===== config.mk =====
export PLATFORM = sky130hd
export DESIGN_NAME = axis_upsizer
export DESIGN_NICKNAME = d
export VERILOG_FILES = /design/src/rtl/axis_pkg.sv /design/src/rtl/axis_upsizer.sv
export SDC_FILE = /design/constraint.sdc
export NUM_CORES = 1
export LEC_CHECK = 0
export CAP_MARGIN = 10
export CORE_ASPECT_RATIO = 1.75
export CORE_MARGIN = 8
export CORE_UTILIZATION = 25
export DETAILED_ROUTE_END_ITERATION = 16
export HOLD_SLACK_MARGIN = 0.06
export PLACE_DENSITY_LB_ADDON = 0.25
export SYNTH_ARGS = -nofsm -noshare
export SYNTH_HDL_FRONTEND = slang
export SYNTH_SLANG_ARGS = --single-unit

===== constraint.sdc =====
create_clock -name clk -period 5.1 [get_ports clk]
set_input_delay 0.51 -clock clk [delete_from_list [all_inputs] [get_ports clk]]
set_output_delay 0.51 -clock clk [all_outputs]
set_load 0.02 [all_outputs]

===== src/rtl/axis_pkg.sv =====
//------------------------------------------------------------------------------
// Module  : axis_pkg
// Brief   : Shared AXI-Stream helpers: counter width and lane keep-mask builder.
// Rev     : 1.0  initial release
//------------------------------------------------------------------------------
`default_nettype none

package axis_pkg;

    localparam int c_max_lanes = 64;

    // Width of a lane counter able to hold 0..ratio-1; never narrower than one bit.
    function automatic int axis_cnt_w(input int ratio);
        int w;
        w = $clog2(ratio);
        return (w < 1) ? 1 : w;
    endfunction

    // Contiguous low-lane mask with lanes 0..idx set.
    function automatic logic [c_max_lanes-1:0] axis_keep_mask(input int idx);
        logic [c_max_lanes-1:0] m;
        m = '0;
        for (int i = 0; i < c_max_lanes; i++) begin
            m[i] = (i <= idx);
        end
        return m;
    endfunction

endpackage

`default_nettype wire


===== src/rtl/axis_upsizer.sv =====
//------------------------------------------------------------------------------
// Module  : axis_upsizer
// Brief   : AXI-Stream width up-converter; packs P_RATIO narrow beats per wide
//           word and flushes a partial word early on s_axis_tlast.
//           Optional m_axis_tkeep output when AXIS_UPSIZER_TKEEP_EN is defined.
// Rev     : 1.0  initial release
//------------------------------------------------------------------------------
`default_nettype none

module axis_upsizer
    import axis_pkg::*;
#(
    parameter int P_DATA_WIDTH = 8,
    parameter int P_RATIO      = 4
) (
    input  logic                            clk,
    input  logic                            rst,
    input  logic                            s_axis_tvalid,
    output logic                            s_axis_tready,
    input  logic [P_DATA_WIDTH-1:0]         s_axis_tdata,
    input  logic                            s_axis_tlast,
    output logic                            m_axis_tvalid,
    input  logic                            m_axis_tready,
    output logic [P_DATA_WIDTH*P_RATIO-1:0] m_axis_tdata,
`ifdef AXIS_UPSIZER_TKEEP_EN
    output logic [P_RATIO-1:0]              m_axis_tkeep,
`endif
    output logic                            m_axis_tlast
);

    localparam int c_cnt_w = axis_cnt_w(P_RATIO);
    localparam int c_out_w = P_DATA_WIDTH * P_RATIO;

    logic [c_cnt_w-1:0] r_lane_cnt;
    logic [c_out_w-1:0] r_acc;
    logic [c_out_w-1:0] r_out_data;
    logic               r_out_valid;
    logic               r_out_last;

    logic               w_accept;
    logic               w_last_lane;
    logic               w_complete;
    logic [c_out_w-1:0] w_merged;

    // Input readiness looks only at the output register, so an upstream
    // register slice never sees a combinational path from its own tvalid.
    assign s_axis_tready = !r_out_valid || m_axis_tready;
    assign w_accept      = s_axis_tvalid && s_axis_tready;
    assign w_last_lane   = (r_lane_cnt == c_cnt_w'(P_RATIO - 1));
    assign w_complete    = w_accept && (w_last_lane || s_axis_tlast);

    // Accumulator with the incoming beat dropped into the current lane.
    for (genvar gi = 0; gi < P_RATIO; gi++) begin : g_lane
        assign w_merged[gi*P_DATA_WIDTH +: P_DATA_WIDTH] =
            (r_lane_cnt == c_cnt_w'(gi)) ? s_axis_tdata
                                         : r_acc[gi*P_DATA_WIDTH +: P_DATA_WIDTH];
    end

    always_ff @(posedge clk or posedge rst) begin
        if (rst) begin
            r_lane_cnt <= '0;
            r_acc      <= '0;
        end else if (w_accept) begin
            if (w_complete) begin
                r_lane_cnt <= '0;
                r_acc      <= '0;
            end else begin
                r_lane_cnt <= r_lane_cnt + c_cnt_w'(1);
                r_acc      <= w_merged;
            end
        end
    end

    // A completing beat can only arrive while the output slot is free or
    // draining, so loading here never disturbs a stalled word.
    always_ff @(posedge clk or posedge rst) begin
        if (rst) begin
            r_out_valid <= 1'b0;
            r_out_data  <= '0;
            r_out_last  <= 1'b0;
        end else if (w_complete) begin
            r_out_valid <= 1'b1;
            r_out_data  <= w_merged;
            r_out_last  <= s_axis_tlast;
        end else if (r_out_valid && m_axis_tready) begin
            r_out_valid <= 1'b0;
        end
    end

`ifdef AXIS_UPSIZER_TKEEP_EN
    logic [P_RATIO-1:0] r_out_keep;
    logic [P_RATIO-1:0] w_keep;

    assign w_keep = P_RATIO'(axis_keep_mask(int'(r_lane_cnt)));

    always_ff @(posedge clk or posedge rst) begin
        if (rst) begin
            r_out_keep <= '0;
        end else if (w_complete) begin
            r_out_keep <= w_keep;
        end
    end

    assign m_axis_tkeep = r_out_keep;
`endif

    assign m_axis_tvalid = r_out_valid;
    assign m_axis_tdata  = r_out_data;
    assign m_axis_tlast  = r_out_last;

endmodule

`default_nettype wire

* After elaboration in Yosys (flattened, before gate mapping)
Cells that the tools add are included.
Storage, ports and cells: word-level logic and storage cells 25, output and inout bits 35, register bits 68
Cells by class: multiplexer cells 8, reductions and logical operators 8, add/sub/neg operators 1, eq/ne operators 3
Operator list (count):
- $mux 32 | 1
- $mux 8 | 4
- $eq 2x2->1 const B | 2
- $logic_and 1x1->1 | 3
- $add 2x1->2 const B | 1
- $eq 2x1->1 const B | 1
- $logic_not 2->1 | 1
- $logic_or 1x1->1 | 2
- $mux 1 | 2
- $mux 2 | 1
- $reduce_bool 2->1 | 1
- $logic_not 1->1 | 1

* Depth between registers and ports, before layout
Gate-level depths: netlist of the first run.
depth after elaboration 5, mapped depth 6

* Worst setup path after synthesis of the first run
Ideal clock, no wire load.
kind reg-to-reg, start reg r_lane_cnt[0], end reg r_out_data[16], in the netlist m_axis_tdata[16], setup time 0.125 ns, clock period less this slack 1.690 ns, path buffers 1, path slack 3.410 ns, data arrival time 1.565 ns, stages on the path, launching flop included 6, cell sequence dfrtp_1 -> inv_1 -> ha_1 -> clkbuf_1 -> mux2_2 -> mux2_4
On the way: longest elaborated chain between the ends 3
Ends and longest elaborated chain:
- start: declaration | line axis_upsizer.sv:34 | logic [c_cnt_w-1:0] r_lane_cnt;
- start signal: assignment | line axis_upsizer.sv:68 | r_lane_cnt <= r_lane_cnt + c_cnt_w'(1);
- $eq 2x2->1 | line axis_upsizer.sv:49 | assign w_last_lane = (r_lane_cnt == c_cnt_w'(P_RATIO - 1));
- $logic_or 1x1->1 | line axis_upsizer.sv:50 | assign w_complete = w_accept && (w_last_lane || s_axis_tlast);
- $logic_and 1x1->1 | line axis_upsizer.sv:50
- end signal: assignment | line axis_upsizer.sv:83 | r_out_data <= w_merged;
- end: declaration | line axis_upsizer.sv:36 | logic [c_out_w-1:0] r_out_data;
Parallel ways exist; a longest one is shown, timed or not. A chain may end at the register's enable or synchronous reset.

* Worst setup path in the final report of the first run
start in m_axis_tready, end out s_axis_tready
On the way: longest elaborated chain between the ends 1
Ends and longest elaborated chain:
- start: declaration | line axis_upsizer.sv:23 | input logic m_axis_tready,
- $logic_or 1x1->1 | line axis_upsizer.sv:47 | assign s_axis_tready = !r_out_valid || m_axis_tready;
- end: declaration | line axis_upsizer.sv:19 | output logic s_axis_tready,
No other way between the ends.

==> metrics.md, run 1 <==
| Metric | Value |
|---|---|
| Synthesized instance count | `201` |
| Clock sinks | `68` |
| CP Class | `in2out` |
| Seq/Total Area, Yosys | `54.7%` |
| Syn nets | `218` |
| Root buffer cell | `clkbuf_16` |
| Worst Hold Class | `in2async` |
| Top post-synthesis cells by area | `dfrtp_1 55%, mux2_4 15%, mux2_2 12%, a22o_1 6.8%, and2_1 1.6%` |
| Fin nets | `264` |
| Fraction of power spent switching nets | `29.0%` |
| Met1 usage in global routing | `10.9%` |
| Reg2reg end | `m_axis_tdata[2]` |
| Die width | `100 um` |
| Core area | `12300 um2` |
| Asr flop ratio synth | `100%` |
| RSZ-0062 raised after global routing | `no` |
| Worst-Skew Late Latency | `0.33 ns` |
| Worst Tran Pin Value | `0.748 ns` |
| Worst r2r src | `r_lane_cnt[0]` |
| Area delta synth->final | `28.2%` |
| Syn Area/Cell | `15.5 um2` |
| Setup bufs post-CTS | `0` |
| VDD IR-drop max | `0.195 mV` |
| Slew Limit Fails | `0` |
| Leakage | `1.87 nW` |
| Predominant post-synthesis flop cell | `dfrtp_1` |
| Initial antenna violation count | `0` |
| Max clock buf depth | `2` |
| Sequential share of power | `38.2%` |
| PortBufs | `47` |
| Clk pwr share | `30.1%` |
| Synth area leader | `dfrtp_1` |
| R2R cell count | `4` |
| Setup crit start | `m_axis_tready` |
| Synthesized cell area | `3110 um2` |
| Pre-antenna DRT Iters | `4` |
| Die area | `16400 um2` |
| WL per Instance | `17.4 um` |
| Share of cells above drive strength 1 | `33.5%` |
| Count leader, synth | `dfrtp_1` |
| N_diodes | `0` |
| Most common library cells after synthesis | `68 x dfrtp_1, 33 x mux2_2, 31 x mux2_4` |
| Total track usage | `9.60%` |
| Placement Setup Slack | `2.25 ns` |
| FILL cells | `1271` |
| Setup TNS | `0 ns` |
| Largest net degree at the start of global routing | `56` |
| Routed Antenna Nets | `0` |
| Global-route wire length before repair | `11800 um` |
| Distinct cells, synth | `22` |
| # Max-Cap Violations | `0` |
| Busiest layer in global routing | `met2` |
| Logic pwr share | `31.7%` |
| WL final | `7280 um` |
| RePlAce Congestion | `0.690` |
| Grt ovf | `0` |
| CP Capture Type | `primary output` |
| Rel. slew slack | `50.1%` |
| Clock period minus final worst setup slack | `2.76 ns` |
| Clock Skew | `0.00756 ns` |
| Int Power | `1.33 mW` |
| Status | `complete, no violations` |
| Vias | `1782` |
| Fin crit share | `54.2%` |
| Ports | `48` |
| FF+latch count, synth | `68` |
| Worst R2R Setup Slack | `2.56 ns` |
| Number of core rows | `54` |
| PD cells | `471 nW/um2` |
| Final hold vios | `0` |
| Critical path fanouts, max | `15` |
| Drt initial violations | `70` |
| Psw | `545 uW` |
| Final setup viols | `0` |
| Inserted Clock Buffers | `9` |
| GR Util met2 | `16.1%` |
| Worst Path Required | `4.59 ns` |
| Post-DP HPWL | `4970 um` |
| Synth warnings | `0` |
| Share of the synthesized area in the top cell type | `54.7%` |
| Post-CTS Resized | `0` |
| Worst Path Arrival | `2.25 ns` |
| Fmax | `362 MHz` |
| Vias in the first global route | `2074` |
| Startpoint Class | `input pin` |
| CTS clock-pin slew for the worst setup and hold paths | `0.06 ns` |
| Post-synth EDFFs | `0` |
| Vias per cell | `4.25` |
| CTS tree | `built` |
| Initial Util | `25.3%` |
| Number of remaining DRC errors | `0` |
| Met3 usage in global routing | `2.73%` |
| Worst Slack Setup Final | `2.34 ns` |
| Number of H-tree levels | `3` |
| # hold bufs at CTS | `0` |
| Die height | `164 um` |
| Critical path endpoint | `s_axis_tready` |
==> worst min-delay path by stage <==
stage,to,from,cells past startpoint
after global routing,m_axis_tdata[25],rst,2
after floorplan,r_acc[24],r_acc[24],1
after detailed placement,r_acc[27],r_acc[27],1
after global placement,r_acc[26],r_acc[26],1
after CTS,m_axis_tdata[25],rst,2
final,m_axis_tdata[20],rst,2
==> power by group through the flow <==
stage          Clock [mW]  Sequential (mW)  Combinational (mW)
3_5_place_dp            0            0.726               0.605
2_1_floorplan           0            0.806               0.286
6_report            0.566            0.718               0.595
5_1_grt             0.604            0.734               0.635
4_1_cts             0.584            0.720               0.608
3_3_place_gp            0            0.727               0.604
==> flip-flops by register name, summed over array words and instances, names as in the netlist <==
signal / cells
r_acc: 32
r_lane_cnt: 2
m_axis_tvalid: 1
m_axis_tlast: 1
m_axis_tdata: 32
==> critical path: stages <==
cell and delay [ns]:
clkdlybuf4s50_1 0.44, nand2b_1 0.53, clkdlybuf4s50_1 0.77
==> placed cells by master, fill, tap and decap left out, drive strengths merged <==
cell type	synthesis	layout
ha	4	4
nand2b	1	1
dfrtp	68	68
inv	3	3
o21bai	1	1
a41o	1	1
a21oi	2	2
nand2	1	1
nand3	2	2
buf	11	1
and4	3	3
a32o	1	1
o311ai	3	3
clkinv	0	2
clkbuf	2	13
nand3b	1	1
a22o	24	24
mux2	64	64
and2	8	8
clkdlybuf4s50	0	47
nor2	1	1
==> stage by stage <==
step	util, %	area, um2	cells	hold WS [ns]	total power [mW]
after floorplan	-	3110	201	0.449	1.09
after global placement	30.2	3720	404	0.465	1.33
after detailed placement	30.2	3720	404	0.467	1.33
after CTS	32.4	3990	419	0.440	1.91
after global routing	32.4	3990	419	0.458	1.97
final	32.4	3990	419	0.443	1.88
==> routing by layer <==
metal / wire [um] / share of wire, %
met2: 3690 / 51
met3: 255 / 3.5
met1: 3230 / 44
met5: 0 / 0
met4: 104 / 1.4
==> cell type report <==
cell class / instances / area (um2) / share of cell area, %
clock buffers: 13 / 260 / 6.53
clock inverters: 2 / 10.0 / 0.251
inverters: 3 / 11.3 / 0.282
multi-input cells: 117 / 1320 / 33.0
flip-flops and latches: 68 / 1700 / 42.7
well taps: 168 / 210 / 5.27
repair buffers: 48 / 478 / 12.0
==> cells by family after synthesis <==
group                    Yosys count  share of synthesized area (%)
adder cells (fa/ha/maj)            4                           1.61
AND/OR/NAND/NOR                   17                           3.94
buffers and inverters             16                           2.98
AO/OA/AOI/OAI                     32                           9.86
flip-flops                        68                           54.7
multiplexers                      64                           26.9
Note: power is estimated with default switching activity, not from simulation.
==> run 2: changes to the inputs <==
Clock period 5.1 ns to 2.9 ns, I/O delays scaled along.
==> run 2 against run 1 <==
Compared with the run above: clock-buffer cell count rose by 1; largest power group unchanged; highest routed layer unchanged; combinational power rose by 76%; critical path depth grew 2.
==> metrics.md, run 2 (synthesized netlist as in run 1, its figures left out) <==
| Metric | Value |
|---|---|
| Status | `complete, no violations (unchanged)` |
| Ports | `48 (unchanged)` |
| Drt initial violations | `92 (was 70)` |
| Worst R2R Setup Slack | `0.68 ns (was 2.56 ns)` |
| Largest net degree at the start of global routing | `41 (was 56)` |
| RSZ-0062 raised after global routing | `no (unchanged)` |
| VDD IR-drop max | `0.333 mV (was 0.195 mV)` |
| Placed cell area | `3760 um2 (was 3720 um2)` |
| Critical path fanouts, max | `34 (was 15)` |
| Area delta synth->final | `30.6% (was 28.2%)` |
| Setup bufs post-CTS | `0 (unchanged)` |
| Vias in the first global route | `1950 (was 2074)` |
| RePlAce Congestion | `0.695 (was 0.690)` |
| Worst Tran Pin Value | `0.675 ns (was 0.748 ns)` |
| Die width | `100 um (unchanged)` |
| Fmax | `451 MHz` |
| Leakage | `1.91 nW (was 1.87 nW)` |
| Inserted Clock Buffers | `9 (unchanged)` |
| Final setup viols | `0 (unchanged)` |
| Core area | `12300 um2 (unchanged)` |
| # hold bufs at CTS | `0 (unchanged)` |
| Post-CTS Resized | `0 (unchanged)` |
| Final Cell Area | `4060 um2 (was 3990 um2)` |
| Non-Filler Instances | `421 (was 419)` |
| Number of remaining DRC errors | `0 (unchanged)` |
| Vias | `1806 (was 1782)` |
| Worst-Skew Late Latency | `0.33 ns (about the same)` |
| CTS clock-pin slew for the worst setup and hold paths | `0.05 ns (was 0.06 ns)` |
| Setup TNS | `0 ns (unchanged)` |
| Die height | `164 um (unchanged)` |
| Max clock buf depth | `2 (unchanged)` |
| Fin util | `33.0% (was 32.4%)` |
| Root buffer cell | `clkbuf_16 (unchanged)` |
| Worst Hold Class | `in2async (unchanged)` |
| Clock Skew | `0.00471 ns (was 0.00756 ns)` |
| Placed instance count | `406 (was 404)` |
| Post-DP HPWL | `5080 um (was 4970 um)` |
| Startpoint Class | `flop (was input pin)` |
| WL final | `7290 um (was 7280 um)` |
| Most frequent cells in the layout | `68 x dfrtp_1, 47 x clkdlybuf4s50_1, 33 x mux2_2, 31 x mux2_4, 24 x a22o_1 (unchanged)` |
| Worst Path Arrival | `2.43 ns (was 2.25 ns)` |
| N_diodes | `0 (unchanged)` |
| PortBufs | `47 (unchanged)` |
| Most common cell after layout, fill and taps aside | `dfrtp_1 (unchanged)` |
| Routed Antenna Nets | `0 (unchanged)` |
| Share of cells above drive strength 1 | `34.0% (was 33.5%)` |
| Global-route wire length before repair | `11700 um (was 11800 um)` |
| CP Class | `reg2reg (was in2out)` |
| Clock period minus final worst setup slack | `2.22 ns` |
| CTS tree | `built (unchanged)` |
| Vias per cell | `4.29 (was 4.25)` |
| Slew Limit Fails | `0 (unchanged)` |
| CP Capture Type | `flop (was primary output)` |
| Final hold vios | `0 (unchanged)` |
| Pre-antenna DRT Iters | `4 (unchanged)` |
| WL per Instance | `17.3 um (was 17.4 um)` |
| Die area | `16400 um2 (unchanged)` |
| PD cells | `846 nW/um2 (was 471 nW/um2)` |
| Rel. slew slack | `55.0% (was 50.1%)` |
| Hold_ws | `0.362 ns (was 0.443 ns)` |
| Initial Util | `25.3% (unchanged)` |
| Fin crit share | `76.4%` |
| Total track usage | `9.73% (was 9.60%)` |
| Initial antenna violation count | `0 (unchanged)` |
| Worst Path Required | `3.11 ns (was 4.59 ns)` |
| Placement Setup Slack | `0.660 ns (was 2.25 ns)` |
| Worst Slack Setup Final | `0.683 ns (was 2.34 ns)` |
| # Max-Cap Violations | `0 (unchanged)` |
| Total Power | `3.44 mW (was 1.88 mW)` |
| Clock sinks | `68 (unchanged)` |
| Number of core rows | `54 (unchanged)` |
| Fin nets | `266 (was 264)` |
| Number of H-tree levels | `3 (unchanged)` |
| Grt ovf | `0 (unchanged)` |
run 2: changes by cell type in the layout (fill, tap and decap cells not counted):
cell       previous run  this run
bufinv_16             0         1
clkinv_2              2         0
clkbuf_8              2         3
buf_12                0         2
run 2: worst max-delay path, stage by stage, from the launching register on:
cell	delay, ns
dfrtp_1	0.41
ha_1	0.45
nor2_2	0.29
nand3b_4	0.28
buf_12	0.26
mux2_2	0.36
run 2: worst paths after layout:
kind,from,end,cells past startpoint
min,rst,m_axis_tdata[25],2
min in group clk,r_acc[26],r_acc[26],1
max,r_lane_cnt[0],m_axis_tdata[3],5
max in group asynchronous,rst,m_axis_tdata[28],3
min reg2reg,r_acc[26],r_acc[26],1
max reg2reg,r_lane_cnt[0],m_axis_tdata[3],5
run 2: layout make-up:
type,count,area [um2]
clock buffer,14,274
multi-input combinational,117,1320
timing repair buffer,50,518
tap,168,210
inverter,3,11.3
sequential,68,1700
fill,1272,8240
clock inverter,1,30.0
run 2: per-layer routing:
layer / vias to the layer above / share of wire (%) / track usage [%]
li1: 837 / - / -
met1: 926 / 43 / 11.4
met2: 36 / 51 / 15.4
met3: 7 / 4.0 / 3.03
met4: 0 / 2.0 / 5.19
met5: - / 0 / 0
run 2: where the power goes:
| group | switching (mW) | internal, mW | total (mW) |
|---|---|---|---|
| combinational | 0.466 | 0.588 | 1.05 |
| sequential | 0.119 | 1.14 | 1.26 |
| clock | 0.385 | 0.732 | 1.12 |
| total | 0.970 | 2.47 | 3.44 |
